==> config.mk <==
export PLATFORM = sky130hd
export DESIGN_NAME = lowpass_seq
export DESIGN_NICKNAME = d
export VERILOG_FILES = /design/src/rtl/lowpass_pkg.sv /design/src/rtl/sync_fifo.sv /design/src/rtl/lowpass_seq.sv
export SDC_FILE = /design/constraint.sdc
export NUM_CORES = 1
export LEC_CHECK = 0
export BUFFER_PORTS_ARGS = -buffer_cell sky130_fd_sc_hd__buf_2
export CORE_MARGIN = 8
export CORE_UTILIZATION = 45
export CTS_CLUSTER_SIZE = 8
export DETAILED_ROUTE_END_ITERATION = 8
export PLACE_DENSITY = 0.66
export SKIP_LAST_GASP = 1
export SYNTH_ARGS = -nofsm -noshare
export SYNTH_HDL_FRONTEND = slang
export SYNTH_SLANG_ARGS = --single-unit
==> constraint.sdc <==
create_clock -name clock -period 5.37 [get_ports clock]
set_input_delay 0.8055 -clock clock [delete_from_list [all_inputs] [get_ports clock]]
set_output_delay 0.8055 -clock clock [all_outputs]
set_load 0.02 [all_outputs]
==> src/rtl/lowpass_pkg.sv <==
// Shared constants and types for the lowpass filter and its sample sequencer.
//   DW          : sample width of the filter datapath
//   RESULT_WAIT : edges from the endata sample edge to the result capture edge
//   NTAPS       : filter tap count; CADDR_W : coefficient ROM address width
package lowpass_pkg;

  localparam int unsigned DW          = 18;
  localparam int unsigned RESULT_WAIT = 132;
  localparam int unsigned NTAPS       = 65;
  localparam int unsigned CADDR_W     = 7;

  // Sequencer states
  typedef enum logic [1:0] {
    IDLE    = 2'd0,
    LOAD    = 2'd1,
    WAIT    = 2'd2,
    CAPTURE = 2'd3
  } state_e;

endpackage

==> src/rtl/sync_fifo.sv <==
// Single-clock FIFO used as the sequencer's input buffer.
//   clock, reset : clock and synchronous active-high reset
//   push_i/data_i: write request and data; ignored when full
//   pop_i        : read request; ignored when empty
//   head_c_o     : current head entry (combinational read of storage)
//   full_o/empty_o/count_o : registered occupancy status
module sync_fifo #(
  parameter int unsigned DW    = 18,
  parameter int unsigned DEPTH = 4
) (
  input  logic                         clock,
  input  logic                         reset,
  input  logic                         push_i,
  input  logic [DW-1:0]                data_i,
  input  logic                         pop_i,
  output logic [DW-1:0]                head_c_o,
  output logic                         full_o,
  output logic                         empty_o,
  output logic [$clog2(DEPTH):0]       count_o
);

  localparam int unsigned AW = $clog2(DEPTH);
  localparam int unsigned CW = AW + 1;

  logic [DW-1:0] mem_q [DEPTH];
  logic [AW-1:0] wr_ptr_q, rd_ptr_q;
  logic [CW-1:0] count_q, count_d;
  logic          full_q, empty_q;
  logic          do_push, do_pop;

  // A simultaneous pop never makes room for a push in the same cycle
  assign do_push = push_i & ~full_q;
  assign do_pop  = pop_i & ~empty_q;
  assign count_d = count_q + CW'(do_push) - CW'(do_pop);

  // Pointers and occupancy flags
  always_ff @(posedge clock) begin
    if (reset) begin
      wr_ptr_q <= '0;
      rd_ptr_q <= '0;
      count_q  <= '0;
      full_q   <= 1'b0;
      empty_q  <= 1'b1;
    end else begin
      if (do_push) wr_ptr_q <= wr_ptr_q + AW'(1);
      if (do_pop)  rd_ptr_q <= rd_ptr_q + AW'(1);
      count_q <= count_d;
      full_q  <= (count_d == CW'(DEPTH));
      empty_q <= (count_d == '0);
    end
  end

  // Storage needs no reset; occupancy flags guard every read
  always_ff @(posedge clock) begin
    if (do_push) mem_q[wr_ptr_q] <= data_i;
  end

  assign head_c_o = mem_q[rd_ptr_q];
  assign full_o   = full_q;
  assign empty_o  = empty_q;
  assign count_o  = count_q;

endmodule

==> src/rtl/lowpass_seq.sv <==
// Sample sequencer in front of the lowpass FIR: buffers source samples,
// strobes the filter one sample at a time, waits out its processing time and
// presents each result through a valid/ready output register.
//   clock, reset                 : clock, synchronous active-high reset
//   in_data/in_valid/in_ready    : source sample interface
//   flt_datain/flt_endata        : sample and start strobe to the filter
//   flt_dataout                  : filter result
//   out_data/out_valid/out_ready : sink interface
//   busy                         : sequencer not idle
//   ovr_clr/overrun              : sticky dropped-sample flag and its clear
module lowpass_seq
  import lowpass_pkg::*;
#(
  parameter int unsigned DW          = lowpass_pkg::DW,
  parameter int unsigned FIFO_DEPTH  = 4,
  parameter int unsigned RESULT_WAIT = lowpass_pkg::RESULT_WAIT
) (
  input  logic          clock,
  input  logic          reset,
  input  logic [DW-1:0] in_data,
  input  logic          in_valid,
  output logic          in_ready,
  output logic [DW-1:0] flt_datain,
  output logic          flt_endata,
  input  logic [DW-1:0] flt_dataout,
  output logic [DW-1:0] out_data,
  output logic          out_valid,
  input  logic          out_ready,
  output logic          busy,
  input  logic          ovr_clr,
  output logic          overrun
);

  localparam int unsigned CNT_W = $clog2(RESULT_WAIT + 1);
  localparam int unsigned FCW   = $clog2(FIFO_DEPTH) + 1;

  state_e           state_q, state_d;
  logic [CNT_W-1:0] cnt_q, cnt_d;
  logic [DW-1:0]    flt_datain_q, flt_datain_d;
  logic             flt_endata_q, flt_endata_d;
  logic [DW-1:0]    out_data_q, out_data_d;
  logic             out_valid_q, out_valid_d;
  logic             busy_q, busy_d;
  logic             overrun_q, overrun_d;

  logic             fifo_pop;
  logic [DW-1:0]    fifo_head;
  logic             fifo_full, fifo_empty;
  logic [FCW-1:0]   fifo_count;
  logic             unused_fifo_count;

  sync_fifo #(
    .DW    (DW),
    .DEPTH (FIFO_DEPTH)
  ) u_fifo (
    .clock    (clock),
    .reset    (reset),
    .push_i   (in_valid),
    .data_i   (in_data),
    .pop_i    (fifo_pop),
    .head_c_o (fifo_head),
    .full_o   (fifo_full),
    .empty_o  (fifo_empty),
    .count_o  (fifo_count)
  );

  // Occupancy is not needed by the sequencer
  assign unused_fifo_count = ^fifo_count;

  // State and output registers
  always_ff @(posedge clock) begin
    if (reset) begin
      state_q      <= IDLE;
      cnt_q        <= '0;
      flt_datain_q <= '0;
      flt_endata_q <= 1'b0;
      out_data_q   <= '0;
      out_valid_q  <= 1'b0;
      busy_q       <= 1'b0;
      overrun_q    <= 1'b0;
    end else begin
      state_q      <= state_d;
      cnt_q        <= cnt_d;
      flt_datain_q <= flt_datain_d;
      flt_endata_q <= flt_endata_d;
      out_data_q   <= out_data_d;
      out_valid_q  <= out_valid_d;
      busy_q       <= busy_d;
      overrun_q    <= overrun_d;
    end
  end

  // Next-state and output logic
  always_comb begin
    state_d      = state_q;
    cnt_d        = cnt_q;
    flt_datain_d = flt_datain_q;
    flt_endata_d = 1'b0;
    out_data_d   = out_data_q;
    out_valid_d  = out_valid_q;
    fifo_pop     = 1'b0;

    if (out_valid_q && out_ready) out_valid_d = 1'b0;

    unique case (state_q)
      IDLE: begin
        // Start only when the result slot is free or being consumed now
        if (!fifo_empty && (!out_valid_q || out_ready)) begin
          state_d      = LOAD;
          fifo_pop     = 1'b1;
          flt_datain_d = fifo_head;
          flt_endata_d = 1'b1;
        end
      end
      LOAD: begin
        state_d = WAIT;
        cnt_d   = CNT_W'(RESULT_WAIT - 1);
      end
      WAIT: begin
        // The edge leaving WAIT is the capture edge; CAPTURE is the cycle after
        if (cnt_q == '0) begin
          state_d     = CAPTURE;
          out_data_d  = flt_dataout;
          out_valid_d = 1'b1;
        end else begin
          cnt_d = cnt_q - CNT_W'(1);
        end
      end
      CAPTURE: state_d = IDLE;
      default: state_d = IDLE;
    endcase

    busy_d = (state_d != IDLE);

    // Sticky drop flag; a drop wins over a clear in the same cycle
    if (in_valid && fifo_full) overrun_d = 1'b1;
    else if (ovr_clr)          overrun_d = 1'b0;
    else                       overrun_d = overrun_q;
  end

  assign in_ready   = ~fifo_full;
  assign flt_datain = flt_datain_q;
  assign flt_endata = flt_endata_q;
  assign out_data   = out_data_q;
  assign out_valid  = out_valid_q;
  assign busy       = busy_q;
  assign overrun    = overrun_q;

endmodule
==> run_results.csv <==
group,metric,value,unit
yosys,postSynthCellCount,382,
finish,design_area,6076,sq um
global_route,grt_pass1_vias,3199,
floorplanning,core_area,10840,sq um
flow_run,maxCapViolCount,0,
placement,gp_congestion,0.7542,
clock_tree,root_buffer,"clkbuf_8",
placement,place_area,5504,sq um
finish,nets,517,
pwr,p_per_area,546.0,nW/um^2
yosys,synthArstFlopShare,0,
pwr,p_leak,0.002327,uW
sta,hold_violations,0,
sta,rsz0062_at_grt,"no",
global_route,antenna_found_initial,0,
yosys,syn_nets,435,
clock_tree,cts_tree,"done",
global_route,grt-ovfl-total,0,
yosys,synth_top_area_frac,0.4324,
clock_tree,postCtsSetupRepairBufs,0,
yosys,synth_top_cell_by_area,"edfxtp_1",
critical_path,cp-end-kind,"flop",
clock_tree,clockBufferDepth,2,
drt,first_iter_violations,189,
finish,fill_cells,908,
min_path,hold_path.class,"reg2reg",
floorplanning,die_y,121.4,um
finish,drive_above_1_share,0.2788,
drt,num_vias,3147,
floorplanning,fp.dieArea,14740,sq um
sta,fmax,306.0,MHz
sta,setup_viol,0,
sta,finalMaxSlewViolations,0,
floorplanning,initial_core_util,0.4612,
global_route,grt_util_all_layers,0.1446,
critical_path,worst-path-max-fanout,20,
finish,area_delta_synth_final,21.52,%
floorplanning,die_w,121.4,um
sta,slew-limit-headroom,0.3196,
placement,hpwlAfterDp,6520,um
run_status,status,"completed",
drt,drt_first_pass_iters,4,
sta,clock_skew,0.01031,ns
critical_path,cp.arrival,3.70,ns
clock_tree,cts_max_level,4,
global_route,grt_max_degree,54,
clock_tree,clock-sinks,131,
clock_tree,clkTransAtPathRegs,0.06,ns
sta,fin_crit,3.268,ns
sta,setup_tns,0,ns
sta,post-route-period-util,0.6086,
yosys,synth.avg_cell_area,13.09,sq um
clock_tree,post_cts_resized,0,
yosys,netlist_area,5000,sq um
pwr,vdd_drop_max,0.0002944,V
yosys,synth_seq_cells,131,
clock_tree,numCtsBuffers,17,
yosys,synth.distinct_cells,40,
critical_path,required,5.80,ns
clock_tree,insertion_delay,0.53,ns
drt,drc,0,
critical_path,worstSetupStartpointType,"flop",
drt,ant_nets,0,
finish,n_antenna_cell,0,
floorplanning,rows,38,
yosys,synth_seq_area_share,0.6687,
sta,worst_pin_slew,1.021,ns
drt,avgViaCountPerCell,5.100,
yosys,ys_warn_count,0,
floorplanning,io_pins,82,
yosys,synth_edf_count,72,
placement,port_buffers,81,
yosys,ys_top_cells_by_area,"edfxtp_1 43%, dfxtp_1 24%, mux4_2 8.1%",
yosys,synthFlopType,"edfxtp_1",
drt,post_drt_wl_per_cell,16.36,um
drt,totalWireLength,10090,um
critical_path,crit_type,"reg2reg",
clock_tree,postCtsHoldBufs,0,
global_route,grt_first_pass_wirelength,16190,um
-- layout by cell type, fill, tap and decap left out, types with 2 or more instances in the layout --
master     Yosys  final
a21oi_1       43     43
a311oi_1       2      2
a31oi_1        2      2
and2_1         4      4
buf_2          7     81
buf_4          2      2
clkbuf_1      10      4
clkbuf_16      0     19
clkbuf_8       0      3
clkinv_2       0      3
clkinv_4       0      2
dfxtp_1       59     59
edfxtp_1      72     72
ha_1          11     11
inv_1         16     16
mux2i_1        2      2
mux4_2        18     18
nand2_1       81     81
nand2b_1       3      3
nand3_1        2      2
nor2_1        10     10
nor2b_1        6      6
nor3_1         4      4
o211ai_1       2      2
o21ai_0        2      2
o31ai_1        2      2
xnor2_1        5      5
-- worst max-delay path, cell delays in order, from the launching register on --
cell and delay (ns):
dfxtp_1 0.36, inv_1 0.09, ha_1 0.19, nor2b_1 0.15, nand2_1 0.07, buf_4 0.27, inv_1 0.41, ha_1 0.43
inv_1 0.04, ha_1 0.20, fa_1 0.38, xnor2_1 0.18, xnor2_1 0.16, nand2_1 0.09, nor3_1 0.16
-- final cells by class --
class | instances | area [sq um] | area share
inverter | 16 | 60.06 | 0.009885
tap | 140 | 175.2 | 0.02883
timing repair buffer | 83 | 420.4 | 0.06919
sequential | 131 | 3343 | 0.5502
clock inverter | 6 | 40.04 | 0.006590
clock buffer | 26 | 531.8 | 0.08752
multi-input combinational | 215 | 1505 | 0.2477
-- report_power, final --
group          switching (uW)  internal [uW]  total [uW]
logic                     536            364         900
registers                 104           1230        1330
clock network             409            674        1080
-- sequential cells by signal, summed over array words and instances, names as in the netlist --
| register | count |
|---|---|
| u_fifo.mem_q | 72 |
| u_fifo.empty_o | 1 |
| flt_datain | 18 |
| cnt_q | 8 |
| out_valid | 1 |
| overrun | 1 |
| u_fifo.count_o | 3 |
| out_data | 18 |
| u_fifo.rd_ptr_q | 2 |
| u_fifo.full_o | 1 |
| u_fifo.wr_ptr_q | 2 |
| state_q | 2 |
| busy | 1 |
| flt_endata | 1 |
-- layer usage --
metal	global-route usage	vias up	share of wire
met5	0	-	0
met4	0.06014	0	0.015
met3	0.05584	17	0.069
met2	0.2439	84	0.50
met1	0.1603	1529	0.42
li1	-	1517	-
-- per-stage QoR --
| stage | total power (uW) | instances | util | worst slack (ns) | hold WS [ns] |
|---|---|---|---|---|---|
| after floorplan | 2013 | 382 | - | 2.631 | 0.4497 |
| after global placement | 2240 | 585 | 0.5077 | 1.878 | 0.4347 |
| after detailed placement | 2270 | 585 | 0.5077 | 1.688 | 0.4435 |
| after CTS | 3359 | 617 | 0.5605 | 2.027 | 0.4514 |
| after global routing | 3508 | 617 | 0.5605 | 1.807 | 0.4675 |
| final | 3317 | 617 | 0.5605 | 2.102 | 0.4477 |
-- cell usage after synthesis (all sizes together), types with 3 or more instances --
cell type,instances
clkbuf,10
edfxtp,72
ha,11
and2,5
inv,16
xnor2,5
nor3,4
a21oi,43
nand2,81
nand2b,3
buf,10
mux4,18
nor2,10
nor2b,6
dfxtp,59
-- logic make-up after synthesis --
group,share of synthesized area
muxes,0.08509
and+or+nand+nor,0.1099
AOI/OAI and AO/OA,0.06406
buffers and inverters,0.03028
adders and majority gates,0.03153
DFF,0.6687
xor gates and xnor gates,0.01051
-- path summary, 6_finish.rpt --
| check | from | slack (ns) | end | depth (start not counted) |
|---|---|---|---|---|
| max | state_q[0] | 2.10 | u_fifo.full_o | 14 |
| min | out_data[2] | 0.45 | out_data[2] | 2 |
| max reg2reg | state_q[0] | 2.10 | u_fifo.full_o | 14 |
| min reg2reg | out_data[2] | 0.45 | out_data[2] | 2 |
Note: power is estimated with default switching activity, not from simulation.
